[config.mk]
export PLATFORM = sky130hd
export DESIGN_NAME = mask_mem_arbiter
export DESIGN_NICKNAME = d
export VERILOG_FILES = /design/src/rtl/mask_mem_arbiter.sv
export SDC_FILE = /design/constraint.sdc
export NUM_CORES = 1
export LEC_CHECK = 0
export BUFFER_PORTS_ARGS = -buffer_cell sky130_fd_sc_hd__buf_2
export CORE_MARGIN = 3
export CORE_UTILIZATION = 45
export DETAILED_ROUTE_END_ITERATION = 8
export SLEW_MARGIN = 20
export SYNTH_ARGS = -nofsm -noshare
export SYNTH_HDL_FRONTEND = slang
export SYNTH_SLANG_ARGS = --single-unit
[constraint.sdc]
create_clock -name clock -period 4.43 [get_ports clock]
set_input_delay 1.1075 -clock clock [delete_from_list [all_inputs] [get_ports clock]]
set_output_delay 1.1075 -clock clock [all_outputs]
set_load 0.02 [all_outputs]
[src/rtl/mask_mem_arbiter.sv]
// mask_mem_arbiter
//
// Shares the single port of the 3-bit colour-mask BRAM between the colour
// filter's write stream and a read requester (centroid/display logic).
// Filter writes are queued in a small FIFO so that a read burst never loses
// mask pixels. Reads win arbitration until the FIFO level reaches the
// high-water mark, at which point queued writes take the port.
//
// Optional feature (compile-time macro MASK_ARB_STARVE_EN):
//   A starve counter tracks how long a pending read has been waiting. When
//   it reaches STARVE_LIMIT the read is granted even above the high-water
//   mark. Without the macro no counter exists and reads never override the
//   high-water rule.
//
// Ports:
//   clock       system clock, all logic on the rising edge
//   reset       asynchronous active-high reset
//   filt_we     single-cycle write pulse from the colour filter
//   filt_addr   write address, valid with filt_we
//   filt_data   mask bits {B,G,R}, valid with filt_we
//   rd_req      read request, held with rd_addr until rd_gnt
//   rd_addr     read address
//   rd_gnt      one-cycle grant; the read goes to memory in this cycle
//   rd_valid    one-cycle pulse the cycle after rd_gnt
//   rd_data     read data, valid with rd_valid
//   mem_en      BRAM enable
//   mem_we      BRAM write enable
//   mem_addr    BRAM address
//   mem_wdata   BRAM write data
//   mem_rdata   BRAM read data (one cycle after a read enable)
//   fifo_level  current write-FIFO occupancy
//   ovf         sticky overflow flag (a write was dropped)
//   ovf_clr     clears ovf; a coincident drop keeps it set

module mask_mem_arbiter #(
    parameter int ADDR_W       = 18,
    parameter int FIFO_DEPTH   = 8,
    parameter int HIGH_WATER   = 6,
    parameter int STARVE_LIMIT = 16
) (
    input  logic                          clock,
    input  logic                          reset,
    input  logic                          filt_we,
    input  logic [ADDR_W-1:0]             filt_addr,
    input  logic [2:0]                    filt_data,
    input  logic                          rd_req,
    input  logic [ADDR_W-1:0]             rd_addr,
    output logic                          rd_gnt,
    output logic                          rd_valid,
    output logic [2:0]                    rd_data,
    output logic                          mem_en,
    output logic                          mem_we,
    output logic [ADDR_W-1:0]             mem_addr,
    output logic [2:0]                    mem_wdata,
    input  logic [2:0]                    mem_rdata,
    output logic [$clog2(FIFO_DEPTH):0]   fifo_level,
    output logic                          ovf,
    input  logic                          ovf_clr
);

    localparam int PTR_W = $clog2(FIFO_DEPTH);
    localparam int LVL_W = PTR_W + 1;
    localparam logic [LVL_W-1:0] HW_LVL   = LVL_W'(HIGH_WATER);
    localparam logic [LVL_W-1:0] FULL_LVL = LVL_W'(FIFO_DEPTH);

    // Write FIFO storage. Small and read asynchronously at the head so the
    // memory port can be driven in the same cycle the pop is decided.
    logic [ADDR_W-1:0] slot_addr [FIFO_DEPTH];
    logic [2:0]        slot_data [FIFO_DEPTH];

    logic [PTR_W-1:0]  wr_ptr_reg;
    logic [PTR_W-1:0]  rd_ptr_reg;
    logic [LVL_W-1:0]  level_reg;
    logic              ovf_reg;
    logic              rd_valid_reg;

    logic [ADDR_W-1:0] head_addr;
    logic [2:0]        head_data;
    logic              force_read;
    logic              grant_read;
    logic              pop;
    logic              push_ok;
    logic              drop;

    assign head_addr = slot_addr[rd_ptr_reg];
    assign head_data = slot_data[rd_ptr_reg];

`ifdef MASK_ARB_STARVE_EN
    localparam int SW = $clog2(STARVE_LIMIT + 1);
    localparam logic [SW-1:0] STARVE_MAX = SW'(STARVE_LIMIT);

    logic [SW-1:0] starve_reg;

    // A read that has waited STARVE_LIMIT cycles beats the high-water rule.
    assign force_read = rd_req && (starve_reg == STARVE_MAX);

    always_ff @(posedge clock or posedge reset) begin
        if (reset) begin
            starve_reg <= '0;
        end else if (!rd_req || grant_read) begin
            starve_reg <= '0;
        end else if (starve_reg != STARVE_MAX) begin
            starve_reg <= starve_reg + 1'b1;
        end
    end
`else
    assign force_read = 1'b0;
`endif

    // One memory operation per cycle, decided on the registered level.
    // At or above high water a pending read loses unless it is starved;
    // otherwise reads win and the FIFO drains in idle read cycles.
    always_comb begin
        grant_read = 1'b0;
        pop        = 1'b0;
        if (rd_req && (force_read || (level_reg < HW_LVL))) begin
            grant_read = 1'b1;
        end else if (level_reg != '0) begin
            pop = 1'b1;
        end
    end

    // A push into a full FIFO only fits if the head leaves in the same cycle.
    assign push_ok = filt_we && ((level_reg != FULL_LVL) || pop);
    assign drop    = filt_we && !push_ok;

    assign mem_en    = grant_read || pop;
    assign mem_we    = pop;
    assign mem_addr  = pop ? head_addr : (grant_read ? rd_addr : '0);
    assign mem_wdata = pop ? head_data : 3'b000;
    assign rd_gnt    = grant_read;

    always_ff @(posedge clock) begin
        if (push_ok) begin
            slot_addr[wr_ptr_reg] <= filt_addr;
            slot_data[wr_ptr_reg] <= filt_data;
        end
    end

    always_ff @(posedge clock or posedge reset) begin
        if (reset) begin
            wr_ptr_reg   <= '0;
            rd_ptr_reg   <= '0;
            level_reg    <= '0;
            ovf_reg      <= 1'b0;
            rd_valid_reg <= 1'b0;
        end else begin
            if (push_ok) begin
                wr_ptr_reg <= wr_ptr_reg + 1'b1;
            end
            if (pop) begin
                rd_ptr_reg <= rd_ptr_reg + 1'b1;
            end
            case ({push_ok, pop})
                2'b10:   level_reg <= level_reg + 1'b1;
                2'b01:   level_reg <= level_reg - 1'b1;
                default: level_reg <= level_reg;
            endcase
            // A drop in the same cycle as a clear keeps the flag set.
            if (drop) begin
                ovf_reg <= 1'b1;
            end else if (ovf_clr) begin
                ovf_reg <= 1'b0;
            end
            rd_valid_reg <= grant_read;
        end
    end

    // The BRAM output register is the data stage: mem_rdata already holds
    // the granted read's word in the rd_valid cycle.
    assign rd_valid   = rd_valid_reg;
    assign rd_data    = rd_valid_reg ? mem_rdata : 3'b000;
    assign fifo_level = level_reg;
    assign ovf        = ovf_reg;

endmodule

Yosys cells after proc, flatten, opt, wreduce, memory -nomap -nowiden
Memory sizes are Yosys's and may differ from the RTL's.
Cells that the tools add are included.
Word-level totals
  bits of input ports: 47
  logic and storage cells: 36
  output and inout port bits: 33
  memory bits (writable): 168
  register bits after elaboration: 12
  memories: 2
Cells by class
  add/subtract/negate cells: 4
  reduce and logical (&&, ||, !) cells: 9
  $lt $le $gt $ge: 1
  multiplexer cells: 12
  eq/ne operators: 3
Memories
  slot_addr: words 8, bits a word 18, rd ports 1, clocked after Yosys merged registers in 0, write ports 1, line 68  | logic [ADDR_W-1:0] slot_addr [FIFO_DEPTH];
  slot_data: words 8, bits a word 3, rd ports 1, clocked after Yosys merged registers in 0, write ports 1, line 69  | logic [2:0] slot_data [FIFO_DEPTH];
Operators by type and width (number)
  2-to-1 mux 18 bit: 2
  case mux 4 bit (2 select lines): 1
  2-to-1 mux 1 bit: 7
  adder 3 x 1 -> 3 bit (second input constant): 2
  2-to-1 mux 3 bit: 2
  adder 4 x 1 -> 4 bit (second input constant): 1
  < comparator 4 x 3 -> 1 bit (second input constant): 1
  inequality test 4 bit (second input constant): 1
  nonzero test 2 bit: 2
  nonzero test 4 bit: 1
  subtractor 4 x 1 -> 4 bit (second input constant): 1
  logical AND 1 bit: 3
  equality test 2 x 1 -> 1 bit (second input constant): 1
  equality test 2 bit (second input constant): 1
  logical OR 1 bit: 2
  logical NOT 1 bit: 1

Depth between registers and ports, before layout
Gate-level depths: netlist of the first run.
  word-level depth: 8
  depth in mapped cells: 10
  depth with buffers taken out: 10

Least setup slack after synthesis of the first run
Ideal clock, no wire load.
  path type: input to output
  start: input rd_req
  end: output mem_addr[10]
  slack: 1.007 ns
  stages on the path: 4
  arrival: 2.316 ns
  path buffers: 1
  data required time: 3.323 ns
  cell sequence: inv_1 -> a211oi_2 -> clkbuf_1 -> a32o_1
Between the ends
  cells in the longest elaborated chain, start to end: 4
  elaborated cells between the ends (all ways): 5
  those cells by class: 4 x mux; 1 x reduce/logical
RTL lines
  start: declaration: line 46  | input logic rd_req,
  logical AND 1 bit: line 116  | if (rd_req && (force_read || (level_reg < HW_LVL))) begin
  2-to-1 mux 1 bit: line 116
  named net rd_gnt: line 48  | output logic rd_gnt,
  2-to-1 mux 18 bit (2 in series): line 129  | assign mem_addr = pop ? head_addr : (grant_read ? rd_addr : '0);
  end: declaration: line 53  | output logic [ADDR_W-1:0] mem_addr,
The timed path passes the listed nets, and every way through them passes these cells.

Worst setup path in the final report of the first run
  start: register rd_ptr_reg[0]
  end: output mem_addr[1]
Between the ends
  cells in the longest elaborated chain, start to end: 2
RTL lines
  start: declaration: line 72  | logic [PTR_W-1:0] rd_ptr_reg;
  start signal: assignment: line 152  | rd_ptr_reg <= rd_ptr_reg + 1'b1;
  memory read (8 x 18 bit)
  2-to-1 mux 18 bit: line 129
Every way passes these cells.

==> flow_metrics.env, run 1 <==
export IMPL_outcome="finished clean"
export IMPL_largest_register="slot_addr"
export IMPL_dieArea_mm2=0.0176
export IMPL_routedWlPerCell_um=20.9
export IMPL_met3_usage=0.0361
export IMPL_arrival_ns=2.48
export IMPL_rsz0062_at_grt="false"
export IMPL_vias_per_cell=5.37
export IMPL_hold_viol_final=0
export IMPL_track_usage=0.175
export IMPL_worst_setup_path_start_kind="flop"
export IMPL_maxCapViolCount=0
export IMPL_vias=3830
export IMPL_synth_compound_area_frac=0.0703
export IMPL_grt_pass1_wl_um=22800
export IMPL_r2r_end="fifo_level[3]"
export IMPL_clock_latency_ns=0.42
export IMPL_cts_buffers=17
export IMPL_synth_area_mm2=0.00724
export IMPL_drc=0
export IMPL_r2r_setup_slack_ns=1.61
export IMPL_synth_top_family_by_area="multiplexers"
export IMPL_seq_area_mm2=0.00535
export IMPL_rows=45
export IMPL_period_share=0.809
export IMPL_largest_reg_flops=144
export IMPL_critPathCaptureType="output port"
export IMPL_synth_nets=451
export IMPL_synthAdderAreaFrac=0.00968
export IMPL_multi_input_area_mm2=0.00179
export IMPL_crit_fanout=40
export IMPL_dpl_cell_count=683
export IMPL_clkSinkCount=180
export IMPL_synthMuxAreaShare=0.129
export IMPL_cts_hold_buf=0
export IMPL_ys_flop_type="edfxtp_1"
export IMPL_finalSetupTns_ns=0
export IMPL_whs_path_depth=1
export IMPL_syn_avg_cell_area_um2=18.1
export IMPL_synth_async_sr_flop_share=0.0667
export IMPL_gp_congestion=0.750
export IMPL_grt_antenna_before_repair=0
export IMPL_post_cts_buffers=0
export IMPL_grt_pass1_vias=3855
export IMPL_crit_required_ns=3.32
export IMPL_cts_tree="yes"
export IMPL_nNetsFinal=543
export IMPL_grt_overflow=0
export IMPL_clock_skew_final_ns=0.00849
export IMPL_max_stage_delay_ns=0.91
export IMPL_grt_busiest_layer="met2"
export IMPL_n_fill_cell=1232
export IMPL_setup_viol=0
export IMPL_final_layout_size_suffix_gt1_frac=0.283
export IMPL_final_common_cell="edfxtp_1"
export IMPL_yosysSeqAreaShare=0.738
export IMPL_final_cell_mix="edfxtp_1, buf_2, mux2i_1"
export IMPL_drt_iter0_markers=194
export IMPL_critPathSlowestCell="dfrtp_4"
export IMPL_cts_path_max_buffers=2
export IMPL_reg2regPathDepth=10
export IMPL_start_util=0.468
export IMPL_wl_um=14900
export IMPL_diodes=0
export IMPL_fin_cells=713
export IMPL_netlist_top_cell_by_area="edfxtp_1"
export IMPL_yosys_top_cells_area="edfxtp_1, mux2i_1, dfrtp_1, a22oi_1, a32o_1"
export IMPL_synth_simple_area_share=0.0244
export IMPL_use_met1=0.235
export IMPL_fmax_mhz=279
export IMPL_postLayoutCoreUtil=0.546
export IMPL_met2_usage=0.287
export IMPL_peakVddDrop_mv=0.337
export IMPL_min_to="wr_ptr_reg[2]"
export IMPL_core_area_mm2=0.0155
export IMPL_cts_root_buf="clkbuf_16"
export IMPL_postCtsResizedCells=0
export IMPL_crit_type="reg -> out"
export IMPL_dp_hpwl_um=8460
export IMPL_ios=80
export IMPL_cts_htree_levels=4
export IMPL_p_leak_nw=3.11
export IMPL_area_delta_synth_final_pct=16.9
export IMPL_synth_cell_types=36
export IMPL_pwr_density_cell_mw_per_mm2=686
export IMPL_synth_edf_count=168
export IMPL_postRouteAntennaNets=0
export IMPL_synth_warning_count=0
export IMPL_die_w_um=133
export IMPL_relSlewSlack=0.507
export IMPL_synth_xor_area_share=0.00951
export IMPL_hold_start="wr_ptr_reg[2]"
export IMPL_die_height_um=133
export IMPL_io_buffers=79
export IMPL_grt_max_degree=41
export IMPL_timing_rr_start="fifo_level[1]"
export IMPL_synth_seq_cells=180
export IMPL_path_clk_slew_ns=0.06
export IMPL_period_needed_ns=3.58
export IMPL_slew_viol_final=0
export IMPL_worst_pin_slew_ns=0.739
export IMPL_worstPathCellList="buf_12 > mux2i_1 > a22oi_1 > a32o_1 > buf_2"
export IMPL_dr_pass1_iters=4
export IMPL_postSynthCellCount=399
export IMPL_synth_top_cell_area_share=0.697
export IMPL_worstHoldPathType="reg -> reg"
-- power breakdown --
part | total (mW) | switching (mW) | internal, mW
logic | 2.09 | 1.21 | 0.880
clock network | 1.32 | 0.561 | 0.754
registers | 2.40 | 0.243 | 2.15
total | 5.81 | 2.02 | 3.79
-- cell usage after synthesis (3+ instances only) --
cell type / instances
edfxtp_1: 168
mux2i_1: 76
a22oi_1: 36
a32o_1: 18
buf_2: 12
dfrtp_1: 12
nor2_1: 9
mux4_2: 6
nand2_1: 6
inv_1: 5
and2_1: 4
buf_4: 4
clkbuf_1: 4
ha_1: 4
nand2b_1: 4
xnor2_1: 4
nor2b_1: 3
-- metrics by stage --
| step | cell area [um2] | setup slack, ns | total power [mW] | hold WS (ns) |
|---|---|---|---|---|
| 2_1_floorplan | 7240 | 1.01 | 3.86 | 0.458 |
| 3_3_place_gp | 7950 | 0.931 | 4.54 | 0.479 |
| 3_5_place_dp | 7950 | 0.916 | 4.57 | 0.484 |
| 4_1_cts | 8460 | 0.825 | 5.89 | 0.501 |
| 5_1_grt | 8460 | 0.685 | 6.13 | 0.529 |
| 6_report | 8460 | 0.845 | 5.81 | 0.500 |
-- worst max-delay path by stage --
stage | from | endpoint | depth (start not counted)
floorplan | rd_req | mem_addr[10] | 4
global placement | rd_req | mem_addr[10] | 6
detailed placement | rd_req | mem_addr[2] | 6
CTS | rd_ptr_reg[0] | mem_addr[1] | 5
global route | rd_ptr_reg[0] | mem_addr[11] | 5
finish | rd_ptr_reg[0] | mem_addr[1] | 5
-- cell type report --
class | count | area share
timing repair buffer | 95 | 0.0624
inverter | 6 | 0.00266
multi-input combinational | 191 | 0.212
tap | 211 | 0.0312
clock inverter | 9 | 0.00769
sequential | 180 | 0.632
clock buffer | 21 | 0.0521
-- kinds of logic (layout without fill, tap and decap cells) --
family          after synthesis  in the layout
compound gates               60             60
xor+xnor                      7              7
fa+ha+maj                     5              5
buf+inv                      28            131
flops                       180            180
mux                          85             85
simple gates                 34             34
-- routing by layer --
metal	vias up	wire, um	share of wire
li1	1787	-	-
met1	1938	6720	0.45
met2	90	7330	0.49
met3	15	629	0.042
met4	0	194	0.013
met5	-	0	0
-- worst max-delay path: cells and delay by family, from the launching register on --
family | cells | cell delay, ns
flip-flops | 1 | 0.91
buffers and inverters | 2 | 0.48
AO/OA/AOI/OAI | 2 | 0.54
multiplexers | 1 | 0.11
Power figures use the tool's default switching activity.
==> inputs of run 2 (changes only) <==
--- a/config.mk
+++ b/config.mk
@@ -9,6 +9,7 @@
 export CORE_MARGIN = 3
 export CORE_UTILIZATION = 45
 export DETAILED_ROUTE_END_ITERATION = 8
+export PLACE_DENSITY = 0.66
 export SLEW_MARGIN = 20
 export SYNTH_ARGS = -nofsm -noshare
 export SYNTH_HDL_FRONTEND = slang
==> constraint.sdc (replaced) <==
create_clock -name clock -period 3.2 [get_ports clock]
set_input_delay 0.8 -clock clock [delete_from_list [all_inputs] [get_ports clock]]
set_output_delay 0.8 -clock clock [all_outputs]
set_load 0.02 [all_outputs]
==> run 2 against run 1 <==
Core utilization rose by 1.1 points. Clock power is 53% higher. Combinational power increased by 48%. Setup slack worse by 0.67 ns. Hold slack got worse by 0.098 ns.
==> flow_metrics.env, run 2 (synthesis gave the netlist of run 1 again) <==
export IMPL_ios=80
export IMPL_wl_um=15000
export IMPL_clock_skew_final_ns=0.00600
export IMPL_pre_cts_ws_ns=0.345
export IMPL_dp_hpwl_um=8940
export IMPL_relSlewSlack=0.604
export IMPL_crit_required_ns=2.40
export IMPL_fmax_mhz=331
export IMPL_diodes=0
export IMPL_arrival_ns=2.22
export IMPL_p_leak_nw=3.19
export IMPL_largest_reg_flops=144
export IMPL_dpl_cell_count=689
export IMPL_dr_pass1_iters=5
export IMPL_hold_viol_final=0
export IMPL_power_mw=8.36
export IMPL_place_area_mm2=0.00804
export IMPL_grt_max_degree=28
export IMPL_peakVddDrop_mv=0.625
export IMPL_crit_fanout=14
export IMPL_routedWlPerCell_um=20.7
export IMPL_cts_hold_buf=0
export IMPL_setup_ws_ns=0.178
export IMPL_period_share=0.944
export IMPL_fin_area_mm2=0.00863
export IMPL_grt_overflow=0
export IMPL_path_delay_family="flip-flops"
export IMPL_max_stage_delay_ns=0.47
export IMPL_nNetsFinal=550
export IMPL_final_layout_size_suffix_gt1_frac=0.306
export IMPL_vias=3941
export IMPL_die_w_um=133
export IMPL_dieArea_mm2=0.0176
export IMPL_track_usage=0.175
export IMPL_outcome="finished clean"
export IMPL_path_clk_slew_ns=0.06
export IMPL_largest_register="slot_addr"
export IMPL_cts_path_max_buffers=2
export IMPL_die_height_um=133
export IMPL_clock_latency_ns=0.42
export IMPL_core_area_mm2=0.0155
export IMPL_final_cell_mix="edfxtp_1, buf_2, mux2i_1"
export IMPL_pwr_density_cell_mw_per_mm2=969
export IMPL_gp_congestion=0.706
export IMPL_maxCapViolCount=0
export IMPL_slew_viol_final=0
export IMPL_io_buffers=79
export IMPL_cts_root_buf="clkbuf_16"
export IMPL_grt_pass1_wl_um=22900
export IMPL_rsz0062_at_grt="false"
export IMPL_seq_area_mm2=0.00535
export IMPL_cts_buffers=17
export IMPL_finalSetupTns_ns=0
export IMPL_vias_per_cell=5.47
export IMPL_setup_viol=0
export IMPL_postRouteAntennaNets=0
export IMPL_cts_tree="yes"
export IMPL_clkSinkCount=180
export IMPL_drc=0
export IMPL_n_fill_cell=1212
export IMPL_multi_input_area_mm2=0.00179
export IMPL_drt_iter0_markers=356
export IMPL_worst_setup_path_start_kind="flop"
export IMPL_final_common_cell="edfxtp_1"
export IMPL_grt_pass1_vias=3919
export IMPL_worstHoldPathType="in -> async"
export IMPL_crit_type="reg -> out"
export IMPL_cts_htree_levels=4
export IMPL_period_needed_ns=3.02
export IMPL_start_util=0.468
export IMPL_worstPathCellList="or3_4 > a21oi_4 > inv_4 > buf_12 > a32o_1 > buf_2"
export IMPL_critPathCaptureType="output port"
export IMPL_critPathSlowestCell="dfrtp_1"
export IMPL_path_buf_inv=3
export IMPL_fin_cells=721
export IMPL_worst_pin_slew_ns=0.594
export IMPL_area_delta_synth_final_pct=19.2
export IMPL_rows=45
export IMPL_grt_antenna_before_repair=0
-- run 2: metal layers --
metal / global-route usage / part of all wire
met3: 0.0513 / 0.075
met1: 0.237 / 0.43
met4: 0.0485 / 0.0092
met2: 0.278 / 0.49
met5: 0 / 0
-- run 2: power breakdown --
group          switching, mW  internal (mW)  leakage (nW)  total [mW]
combinational           1.79           1.30          1.24        3.09
clock                  0.860           1.16         0.281        2.02
sequential             0.274           2.98          1.67        3.25
total                   2.92           5.44          3.19        8.36
-- run 2: worst reg2reg max path: cells and delay by family (launching register included) --
family	cells	cell delay [ns]
and+or+nand+nor	4	1.02
AOI/OAI and AO/OA	3	0.57
DFF	1	0.47
adders and majority gates	1	0.26
buffers and inverters	2	0.20
-- run 2: final cells by class --
class                           count  share of cell area
Clock buffer                       18              0.0497
Clock inverter                     13              0.0172
Inverter                            6             0.00290
Multi-Input combinational cell    191               0.207
Sequential cell                   180               0.620
Tap cell                          211              0.0306
Timing Repair Buffer              102              0.0725
-- run 2: path summary, 6_finish.rpt --
kind	start	end	slack, ns	depth (start not counted)
max	fifo_level[1]	mem_addr[7]	0.18	6
min	reset	rd_valid	0.40	2
max reg2reg	fifo_level[1]	fifo_level[3]	0.61	10
min reg2reg	ovf	ovf	0.50	1
max in group asynchronous	reset	rd_ptr_reg[0]	2.41	2
min in group clock	ovf	ovf	0.50	1
-- run 2: per-stage QoR --
stage               utilization  hold slack [ns]
finish                    0.557            0.403
global route              0.557            0.427
CTS                       0.556            0.406
detailed placement        0.519            0.482
global placement          0.519            0.483
floorplan                     -            0.458
-- run 2: timing repair --
action | CTS | global route
setup buffers | 0 | 1
resized for setup | 0 | 2
setup endpoints to repair | 0 | 5
==> inputs of run 3 (changes only) <==
--- a/config.mk
+++ b/config.mk
@@ -9,8 +9,9 @@
 export CORE_MARGIN = 3
 export CORE_UTILIZATION = 45
 export DETAILED_ROUTE_END_ITERATION = 8
-export PLACE_DENSITY = 0.66
-export SLEW_MARGIN = 20
+export PLACE_DENSITY = 0.77
+export SKIP_LAST_GASP = 1
+export SLEW_MARGIN = 0
 export SYNTH_ARGS = -nofsm -noshare
 export SYNTH_HDL_FRONTEND = slang
 export SYNTH_SLANG_ARGS = --single-unit
==> run 3 against run 2 <==
Routed wire length increased by 2.4%. Highest routed layer unchanged. Maximum frequency decreased by 1.7%. Hold slack improved by 0.00077 ns.
==> flow_metrics.env, run 3 (synthesis gave the netlist of run 1 again) <==
export IMPL_outcome="finished clean"
export IMPL_rsz0062_at_grt="false"
export IMPL_critPathCaptureType="output port"
export IMPL_diodes=0
export IMPL_cts_buffers=17
export IMPL_seq_area_mm2=0.00535
export IMPL_path_clk_slew_ns=0.07
export IMPL_worstHoldPathType="in -> async"
export IMPL_fin_area_mm2=0.00871
export IMPL_vias=4059
export IMPL_rows=45
export IMPL_drt_iter0_markers=277
export IMPL_worst_pin_slew_ns=0.616
export IMPL_arrival_ns=2.27
export IMPL_hold_viol_final=0
export IMPL_clock_latency_ns=0.43
export IMPL_fmax_mhz=325
export IMPL_critPathSlowestCell="dfrtp_1"
export IMPL_worst_setup_path_start_kind="flop"
export IMPL_grt_overflow=0
export IMPL_die_height_um=133
export IMPL_relSlewSlack=0.589
export IMPL_pwr_density_cell_mw_per_mm2=981
export IMPL_cts_htree_levels=4
export IMPL_vias_per_cell=5.58
export IMPL_dr_pass1_iters=6
export IMPL_period_share=0.961
export IMPL_grt_pass1_vias=4149
export IMPL_core_area_mm2=0.0155
export IMPL_clkSinkCount=180
export IMPL_max_stage_delay_ns=0.48
export IMPL_grt_max_degree=32
export IMPL_track_usage=0.178
export IMPL_crit_type="reg -> out"
export IMPL_routedWlPerCell_um=21.0
export IMPL_final_layout_size_suffix_gt1_frac=0.311
export IMPL_multi_input_area_mm2=0.00179
export IMPL_finalSetupTns_ns=0
export IMPL_area_delta_synth_final_pct=20.4
export IMPL_cts_path_max_buffers=2
export IMPL_maxCapViolCount=0
export IMPL_wl_um=15300
export IMPL_place_area_mm2=0.00807
export IMPL_clock_skew_final_ns=0.00731
export IMPL_dp_hpwl_um=9550
export IMPL_setup_viol=0
export IMPL_nNetsFinal=556
export IMPL_largest_register="slot_addr"
export IMPL_dieArea_mm2=0.0176
export IMPL_cts_hold_buf=0
export IMPL_crit_required_ns=2.40
export IMPL_grt_antenna_before_repair=0
export IMPL_ios=80
export IMPL_period_needed_ns=3.07
export IMPL_cts_tree="yes"
export IMPL_die_w_um=133
export IMPL_peakVddDrop_mv=0.486
export IMPL_largest_reg_flops=144
export IMPL_gp_congestion=0.742
export IMPL_grt_pass1_wl_um=23500
export IMPL_drc=0
export IMPL_slew_viol_final=0
export IMPL_crit_fanout=13
export IMPL_final_cell_mix="edfxtp_1, buf_2, mux2i_1"
export IMPL_postRouteAntennaNets=0
export IMPL_final_common_cell="edfxtp_1"
export IMPL_p_leak_nw=3.23
export IMPL_n_fill_cell=1194
export IMPL_cts_root_buf="clkbuf_16"
export IMPL_io_buffers=79
export IMPL_start_util=0.468
export IMPL_worstPathCellList="or3_4 > a21oi_4 > inv_4 > buf_12 > a32o_1 > buf_2"
[run 3: metal layers]
layer  wire [um]  track usage  vias to the layer above
met4         238       0.0595                        0
met3         928       0.0483                       17
li1            -            -                     1820
met5           0            0                        -
met1        6530        0.235                     2072
met2        7610        0.288                      150
[run 3: layout make-up]
cell class,count,share of cell area
clock inverters,15,0.0217
flip-flops and latches,180,0.614
repair buffers,108,0.0770
multi-input cells,191,0.205
inverters,6,0.00287
well taps,211,0.0303
clock buffers,17,0.0488
[run 3: worst paths after layout]
| check | startpoint | endpoint | slack [ns] | cells past startpoint |
|---|---|---|---|---|
| max | fifo_level[1] | mem_addr[10] | 0.13 | 6 |
| min | reset | fifo_level[0] | 0.40 | 2 |
| max reg2reg | fifo_level[1] | fifo_level[3] | 0.51 | 10 |
| min reg2reg | wr_ptr_reg[2] | wr_ptr_reg[2] | 0.50 | 1 |
| max in group asynchronous | reset | rd_ptr_reg[0] | 2.39 | 2 |
| min in group clock | wr_ptr_reg[2] | wr_ptr_reg[2] | 0.50 | 1 |
[run 3: metrics by stage]
stage	worst slack (ns)	power, mW	util	hold slack (ns)	cells
3_3_place_gp	0.362	6.34	0.521	0.482	695
4_1_cts	0.0197	8.56	0.561	0.403	727
6_report	0.126	8.55	0.563	0.403	728
3_5_place_dp	0.247	6.43	0.521	0.484	695
5_1_grt	0.0310	8.97	0.563	0.426	728
2_1_floorplan	0.191	5.34	-	0.458	399
[run 3: critical path: cells and delay by family (launching register included)]
kind,cells,cell delay (ns)
compound gates,2,0.45
buf+inv,3,0.48
flops,1,0.48
simple gates,1,0.42
[run 3: repair_timing]
item / CTS / global route
resized for setup: 0 / 2
setup buffers: 0 / 1
hold endpoints to repair: 0 / 0
setup endpoints to repair: 0 / 17
[run 3: report_power, final]
group	switching [mW]	internal (mW)
Sequential	0.236	2.98
Clock	0.834	1.30
Combinational	1.84	1.36
